**src/rtl/conv_engine_2d_cfg_pkg.sv**
```systemverilog
// Shared types and constants for the 3x3 configurable convolution engine.
package conv_engine_2d_cfg_pkg;

  typedef enum logic [1:0] {StIdle, StRun, StFlush, StDone} conv_state_e;

  localparam int NumTaps = 9;

  // Sobel-X, row-major, row 0 = oldest line, column 0 = oldest pixel.
  localparam int SobelXCoef [NumTaps] = '{1, 0, -1, 2, 0, -2, 1, 0, -1};

  // Zero-extended pixel times signed coefficient, nine of them summed.
  function automatic int unsigned acc_width(input int unsigned data_w, input int unsigned coef_w);
    return data_w + coef_w + 5;
  endfunction

endpackage

```
**src/rtl/conv_window_3x3.sv**
```systemverilog
// Two line buffers feeding a 3x3 sliding window; shifts only on shift_en.
module conv_window_3x3
  import conv_engine_2d_cfg_pkg::*;
#(
  parameter int unsigned IMG_WIDTH = 32,
  parameter int unsigned DATA_W    = 8
) (
  input  logic                         clk,
  input  logic                         shift_en,
  input  logic [DATA_W-1:0]            pixel_in,
  output logic [2:0][2:0][DATA_W-1:0]  window
);

  logic [IMG_WIDTH-1:0][DATA_W-1:0] line1_q, line2_q;
  logic [2:0][2:0][DATA_W-1:0]      win_q;

  // Tail of each line buffer is the pixel exactly one (two) rows above the incoming one.
  always_ff @(posedge clk) begin
    if (shift_en) begin
      line1_q <= {line1_q[IMG_WIDTH-2:0], pixel_in};
      line2_q <= {line2_q[IMG_WIDTH-2:0], line1_q[IMG_WIDTH-1]};
      for (int r = 0; r < 3; r++) begin
        win_q[r][0] <= win_q[r][1];
        win_q[r][1] <= win_q[r][2];
      end
      win_q[2][2] <= pixel_in;
      win_q[1][2] <= line1_q[IMG_WIDTH-1];
      win_q[0][2] <= line2_q[IMG_WIDTH-1];
    end
  end

  assign window = win_q;

endmodule

```
**src/rtl/conv_engine_2d_cfg.sv**
```systemverilog
// Streaming 3x3 convolution with programmable coefficients, shift, ReLU and saturation.
module conv_engine_2d_cfg
  import conv_engine_2d_cfg_pkg::*;
#(
  parameter int unsigned IMG_WIDTH  = 32,
  parameter int unsigned IMG_HEIGHT = 32,
  parameter int unsigned DATA_W     = 8,
  parameter int unsigned COEF_W     = 8,
  parameter int unsigned OUT_W      = 22
) (
  input  logic                     clk,
  input  logic                     rst_n,
  input  logic                     start,
  input  logic                     abort,
  input  logic [3:0]               cfg_shift,
  input  logic                     cfg_relu,
  input  logic                     coef_wr_en,
  input  logic [3:0]               coef_addr,
  input  logic signed [COEF_W-1:0] coef_data,
  input  logic [DATA_W-1:0]        pixel_in,
  input  logic                     pixel_valid,
  output logic                     pixel_ready,
  output logic signed [OUT_W-1:0]  result_out,
  output logic                     result_valid,
  input  logic                     result_ready,
  output logic                     result_last,
  output logic                     busy,
  output logic                     done_signal
);

  localparam int unsigned ACC_W  = acc_width(DATA_W, COEF_W);
  localparam int unsigned PROD_W = DATA_W + COEF_W + 1;
  localparam int unsigned EXT_W  = ((ACC_W > OUT_W) ? ACC_W : OUT_W) + 1;
  localparam int unsigned XW     = $clog2(IMG_WIDTH);
  localparam int unsigned YW     = $clog2(IMG_HEIGHT);
  localparam logic signed [EXT_W-1:0] SatMax = {{(EXT_W-OUT_W+1){1'b0}}, {(OUT_W-1){1'b1}}};
  localparam logic signed [EXT_W-1:0] SatMin = {{(EXT_W-OUT_W+1){1'b1}}, {(OUT_W-1){1'b0}}};

  conv_state_e              state_q;
  logic [XW-1:0]            x_q;
  logic [YW-1:0]            y_q;
  logic [3:0]               shift_q;
  logic                     relu_q, busy_q, done_q;
  logic signed [COEF_W-1:0] coef_q [NumTaps];
  logic signed [PROD_W-1:0] prod_q [NumTaps];
  logic signed [ACC_W-1:0]  row_q [3];
  logic                     v_win_q, last_win_q, v1_q, last1_q, v2_q, last2_q;
  logic                     result_valid_q, result_last_q;
  logic signed [OUT_W-1:0]  result_q, result_d;
  logic signed [ACC_W-1:0]  sum_s, shifted_s;
  logic signed [EXT_W-1:0]  ext_s;
  logic [2:0][2:0][DATA_W-1:0] window;
  logic en, accept, x_last, y_last, in_window, coef_we;

  assign en          = !result_valid_q || result_ready;
  assign pixel_ready = (state_q == StRun) && en;
  assign accept      = pixel_valid && pixel_ready;
  assign x_last      = (x_q == XW'(IMG_WIDTH - 1));
  assign y_last      = (y_q == YW'(IMG_HEIGHT - 1));
  assign in_window   = (x_q >= XW'(2)) && (y_q >= YW'(2));
  assign coef_we     = (state_q == StIdle) && coef_wr_en;

  conv_window_3x3 #(
    .IMG_WIDTH (IMG_WIDTH),
    .DATA_W    (DATA_W)
  ) u_window (
    .clk      (clk),
    .shift_en (accept),
    .pixel_in (pixel_in),
    .window   (window)
  );

  always_ff @(posedge clk or negedge rst_n) begin
    if (!rst_n) begin
      state_q <= StIdle;
      x_q     <= '0;
      y_q     <= '0;
      shift_q <= '0;
      relu_q  <= 1'b0;
      busy_q  <= 1'b0;
      done_q  <= 1'b0;
    end else if (abort) begin
      state_q <= StIdle;
      x_q     <= '0;
      y_q     <= '0;
      busy_q  <= 1'b0;
      done_q  <= 1'b0;
    end else begin
      case (state_q)
        StIdle: if (start) begin
          state_q <= StRun;
          busy_q  <= 1'b1;
          shift_q <= cfg_shift;
          relu_q  <= cfg_relu;
          x_q     <= '0;
          y_q     <= '0;
        end
        StRun: if (accept) begin
          if (x_last) begin
            x_q <= '0;
            y_q <= y_last ? '0 : y_q + YW'(1);
            if (y_last) state_q <= StFlush;
          end else begin
            x_q <= x_q + XW'(1);
          end
        end
        StFlush: if (!v_win_q && !v1_q && !v2_q && !result_valid_q) begin
          state_q <= StDone;
          done_q  <= 1'b1;
        end
        default: begin
          state_q <= StIdle;
          busy_q  <= 1'b0;
          done_q  <= 1'b0;
        end
      endcase
    end
  end

  for (genvar t = 0; t < NumTaps; t++) begin : g_tap
    always_ff @(posedge clk or negedge rst_n) begin
      if (!rst_n) begin
        coef_q[t] <= COEF_W'(SobelXCoef[t]);
      end else if (coef_we && (coef_addr == 4'(t))) begin
        coef_q[t] <= coef_data;
      end
    end

    always_ff @(posedge clk) begin
      if (en) prod_q[t] <= PROD_W'($signed({1'b0, window[t/3][t%3]})) * PROD_W'(coef_q[t]);
    end
  end

  for (genvar r = 0; r < 3; r++) begin : g_row
    always_ff @(posedge clk) begin
      if (en) row_q[r] <= ACC_W'(prod_q[3*r]) + ACC_W'(prod_q[3*r+1]) + ACC_W'(prod_q[3*r+2]);
    end
  end

  // Shift, then ReLU, then saturate; compared at EXT_W so OUT_W may exceed ACC_W.
  always_comb begin
    sum_s     = row_q[0] + row_q[1] + row_q[2];
    shifted_s = sum_s >>> shift_q;
    if (relu_q && shifted_s[ACC_W-1]) shifted_s = '0;
    ext_s     = EXT_W'(shifted_s);
    result_d  = OUT_W'(ext_s);
    if (ext_s > SatMax)      result_d = OUT_W'(SatMax);
    else if (ext_s < SatMin) result_d = OUT_W'(SatMin);
  end

  always_ff @(posedge clk or negedge rst_n) begin
    if (!rst_n) begin
      v_win_q        <= 1'b0;
      last_win_q     <= 1'b0;
      v1_q           <= 1'b0;
      last1_q        <= 1'b0;
      v2_q           <= 1'b0;
      last2_q        <= 1'b0;
      result_valid_q <= 1'b0;
      result_last_q  <= 1'b0;
      result_q       <= '0;
    end else if (abort) begin
      v_win_q        <= 1'b0;
      last_win_q     <= 1'b0;
      v1_q           <= 1'b0;
      last1_q        <= 1'b0;
      v2_q           <= 1'b0;
      last2_q        <= 1'b0;
      result_valid_q <= 1'b0;
      result_last_q  <= 1'b0;
    end else if (en) begin
      v_win_q        <= accept && in_window;
      last_win_q     <= accept && x_last && y_last;
      v1_q           <= v_win_q;
      last1_q        <= last_win_q;
      v2_q           <= v1_q;
      last2_q        <= last1_q;
      result_valid_q <= v2_q;
      result_last_q  <= v2_q && last2_q;
      if (v2_q) result_q <= result_d;
    end
  end

  assign result_out   = result_q;
  assign result_valid = result_valid_q;
  assign result_last  = result_last_q;
  assign busy         = busy_q;
  assign done_signal  = done_q;

endmodule

```
**config.mk**
```make
export PLATFORM = sky130hd
export DESIGN_NAME = conv_engine_2d_cfg
export DESIGN_NICKNAME = d
export VERILOG_FILES = /design/src/rtl/conv_engine_2d_cfg_pkg.sv /design/src/rtl/conv_window_3x3.sv /design/src/rtl/conv_engine_2d_cfg.sv
export SDC_FILE = /design/constraint.sdc
export NUM_CORES = 2
export LEC_CHECK = 0
export ABC_AREA = 1
export BUFFER_PORTS_ARGS = -buffer_cell sky130_fd_sc_hd__buf_2
export CORE_MARGIN = 2
export CORE_UTILIZATION = 49
export DETAILED_ROUTE_END_ITERATION = 10
export PLACE_DENSITY = 0.63
export SYNTH_ARGS = -nofsm -noshare
export SYNTH_HDL_FRONTEND = slang
export SYNTH_SLANG_ARGS = --single-unit
```
**constraint.sdc**
```tcl
create_clock -name clk -period 20.1 [get_ports clk]
set_input_delay 3.015 -clock clk [delete_from_list [all_inputs] [get_ports clk]]
set_output_delay 3.015 -clock clk [all_outputs]
set_load 0.02 [all_outputs]
```
==> metrics.txt <==
status=completed; CP Class=input pin to output pin; Hold WC Path Type=flop to flop; RSZ-0062 raised after global routing=no; multiplexer share of the synthesized area=0.0214%; Synth Area in XOR/XNOR=2.57%; Main synth FF type=edfxtp_1; worst relative slew slack=24.1%; die area=110000 µm²; final setup fails=0; DP Area=54300 µm²; Post-Synthesis Cells=4760; vias in the first global route=32100; Root Buffer=clkbuf_16; Setup Skew=0.0416 ns; crit path cell chain=buf_2 -> nor2_2 -> nor2_1 -> buf_2; routed len/inst=16.8 µm; clock sinks=866; Netlist cell types=57; post-synthesis compound-gate area fraction=4.06%; Final Wtd Congestion=0.870; CTS Buf Count=89; Yosys warning total=0; top-area cell type share of the netlist area=42.5%; finished layout cell area=57200 µm²; I/O Buffers=58; Max H-tree Level=3; Initial DRT Pass Iterations=5; CTS clk-pin slew, worst paths=0.06 ns; floorplan die height=332 µm; Via density=5.05; #FFs+latches synth=866; CP required=17.09 ns; largest area contributor in the netlist=edfxtp_1; Adder-Cell Fraction of Synth Area=26.5%; total setup buffers inserted after CTS=0; Area growth syn-to-layout=8.51%; number of synthesized flops with an enable pin=746; Slew Limit Fails=0; Layout fillers=9203; FF/Latch Area=25400 µm²; Post-Synth Simple-Gate Area=10.6%; Mapped Area=52700 µm²; detailed-route via count=31500; Post-CTS Hold Buffers=0; worst slew pin tran=1.14 ns; CP Max Fanout=7; initial antenna violation count=12; critical path's most frequent cell=buf_2; most area-consuming cells after synthesis=edfxtp_1, fa_1, ha_1, inv_1, nand2_1; core area=107000 µm²; ANT nets after route=0; hold slack=0.412 ns; Seq/Total Area, Yosys=48.2%; drt initial violations=2183; diodes inserted=0; Clock Tree Buf Depth=3; Die Width=332 µm; share of layout cells above drive strength 1=6.46%; Total Routed Length=105000 µm; Critical Path Sink Type=output pin; Crit-path slowest cell=nor2_2; Peak Freq=147 MHz; top cells by count, synth=inv_1, nand2_1, edfxtp_1; grt total ovfl=0; DP HPWL=77600 µm; drc violations=0; main combinational cell family by area after synthesis=adder cells; Mapped Nets=5666; row count=120; area of the multi-input gates=23100 µm²; largest net degree at the start of global routing=187; worst skew pair latency=0.68 ns; fin nets=5664; initial cell density of the core=49.3%; Tot GR Track Use=19.7%; Hold Fails Final Rpt=0; max_cap viols=0; Final period util=33.8%; Avg Cell Area, Syn=11.1 µm²; Top Ports=59; CTS tree=built; crit-path max cell delay=0.38 ns; ys async rst share=13.9%; first-pass GRT wire length=171000 µm; PostCTS Resize Cnt=0; Startpoint Class=input pin; critical path arrival=3.78 ns; Setup Total Neg Slack=0 ns; Final Critical Period=6.80 ns
cell type report:
| class | instances | area share (%) |
|---|---|---|
| Sequential cell | 866 | 44.4 |
| Multi-Input combinational cell | 2781 | 40.4 |
| Inverter | 950 | 6.26 |
| Clock buffer | 116 | 4.18 |
| Tap cell | 1403 | 3.07 |
| Clock inverter | 49 | 0.960 |
| Timing Repair Buffer | 70 | 0.713 |
per-stage QoR:
step / util (%) / cells / worst slack (ns)
6_report: 53.5 / 6235 / 13.30
5_1_grt: 53.5 / 6235 / 13.21
2_1_floorplan: - / 4760 / 4.55
3_5_place_dp: 50.8 / 6070 / 13.32
3_3_place_gp: 50.8 / 6070 / 13.33
4_1_cts: 53.5 / 6235 / 13.30
cells in the final DEF (no fill, tap or decap), drive strengths merged, types with 11 or more instances in the layout:
cell | Yosys | final
or2 | 55 | 55
a21oi | 182 | 182
nand2 | 946 | 946
nor2 | 142 | 142
clkbuf | 156 | 116
ha | 467 | 467
xor2 | 99 | 99
nand3b | 11 | 11
xnor2 | 56 | 56
o21ai | 156 | 156
nor3 | 16 | 16
dfstp | 26 | 26
edfxtp | 746 | 746
fa | 407 | 407
dfrtp | 94 | 94
inv | 949 | 957
clkinv | 1 | 31
nand3 | 172 | 172
buf | 7 | 70
cell families after synthesis:
family | count (synthesis)
flip-flops | 866
AO/OA/AOI/OAI | 394
adder cells (fa/ha/maj) | 874
XOR/XNOR | 155
AND/OR/NAND/NOR | 1357
multiplexers | 1
buffers and inverters | 1113
state kept, by name, indices dropped and copies added (netlist names), 2 cells and up:
signal and flops:
state_q 2, shift_q 4, coef_q 72, result_out 21, u_window.line2_q 256, row_q 57, prod_q 153, x_q 5
y_q 5, u_window.window 40, u_window.line1_q 240
worst max-delay path, delay by kind of cell:
| family | cells | cell delay, ns |
|---|---|---|
| and+or+nand+nor | 2 | 0.49 |
| buffers and inverters | 2 | 0.28 |
metal layers:
metal / GRT usage (%) / share of wire [%] / up-vias
li1: - / - / 15200
met1: 27.5 / 46 / 15500
met2: 31.9 / 46 / 603
met3: 3.27 / 4.9 / 160
met4: 6.09 / 3.1 / 4
met5: 0 / 0.026 / -
path summary, 6_finish.rpt:
path / from / to / slack (ns) / depth (start not counted)
min in group asynchronous: rst_n / result_out[18] / 2.30 / 1
setup / recovery: result_ready / pixel_ready / 13.30 / 4
max in group asynchronous: rst_n / coef_q[22] / 16.02 / 3
hold reg to reg: u_window.line1_q[34] / u_window.line1_q[42] / 0.41 / 0
setup reg to reg: u_window.window[8] / prod_q[0][33] / 15.14 / 18
hold / removal: u_window.line1_q[34] / u_window.line1_q[42] / 0.41 / 0
Power is not shown: default switching activity piles up to over one toggle a cycle in this logic, so the estimate is an artifact.
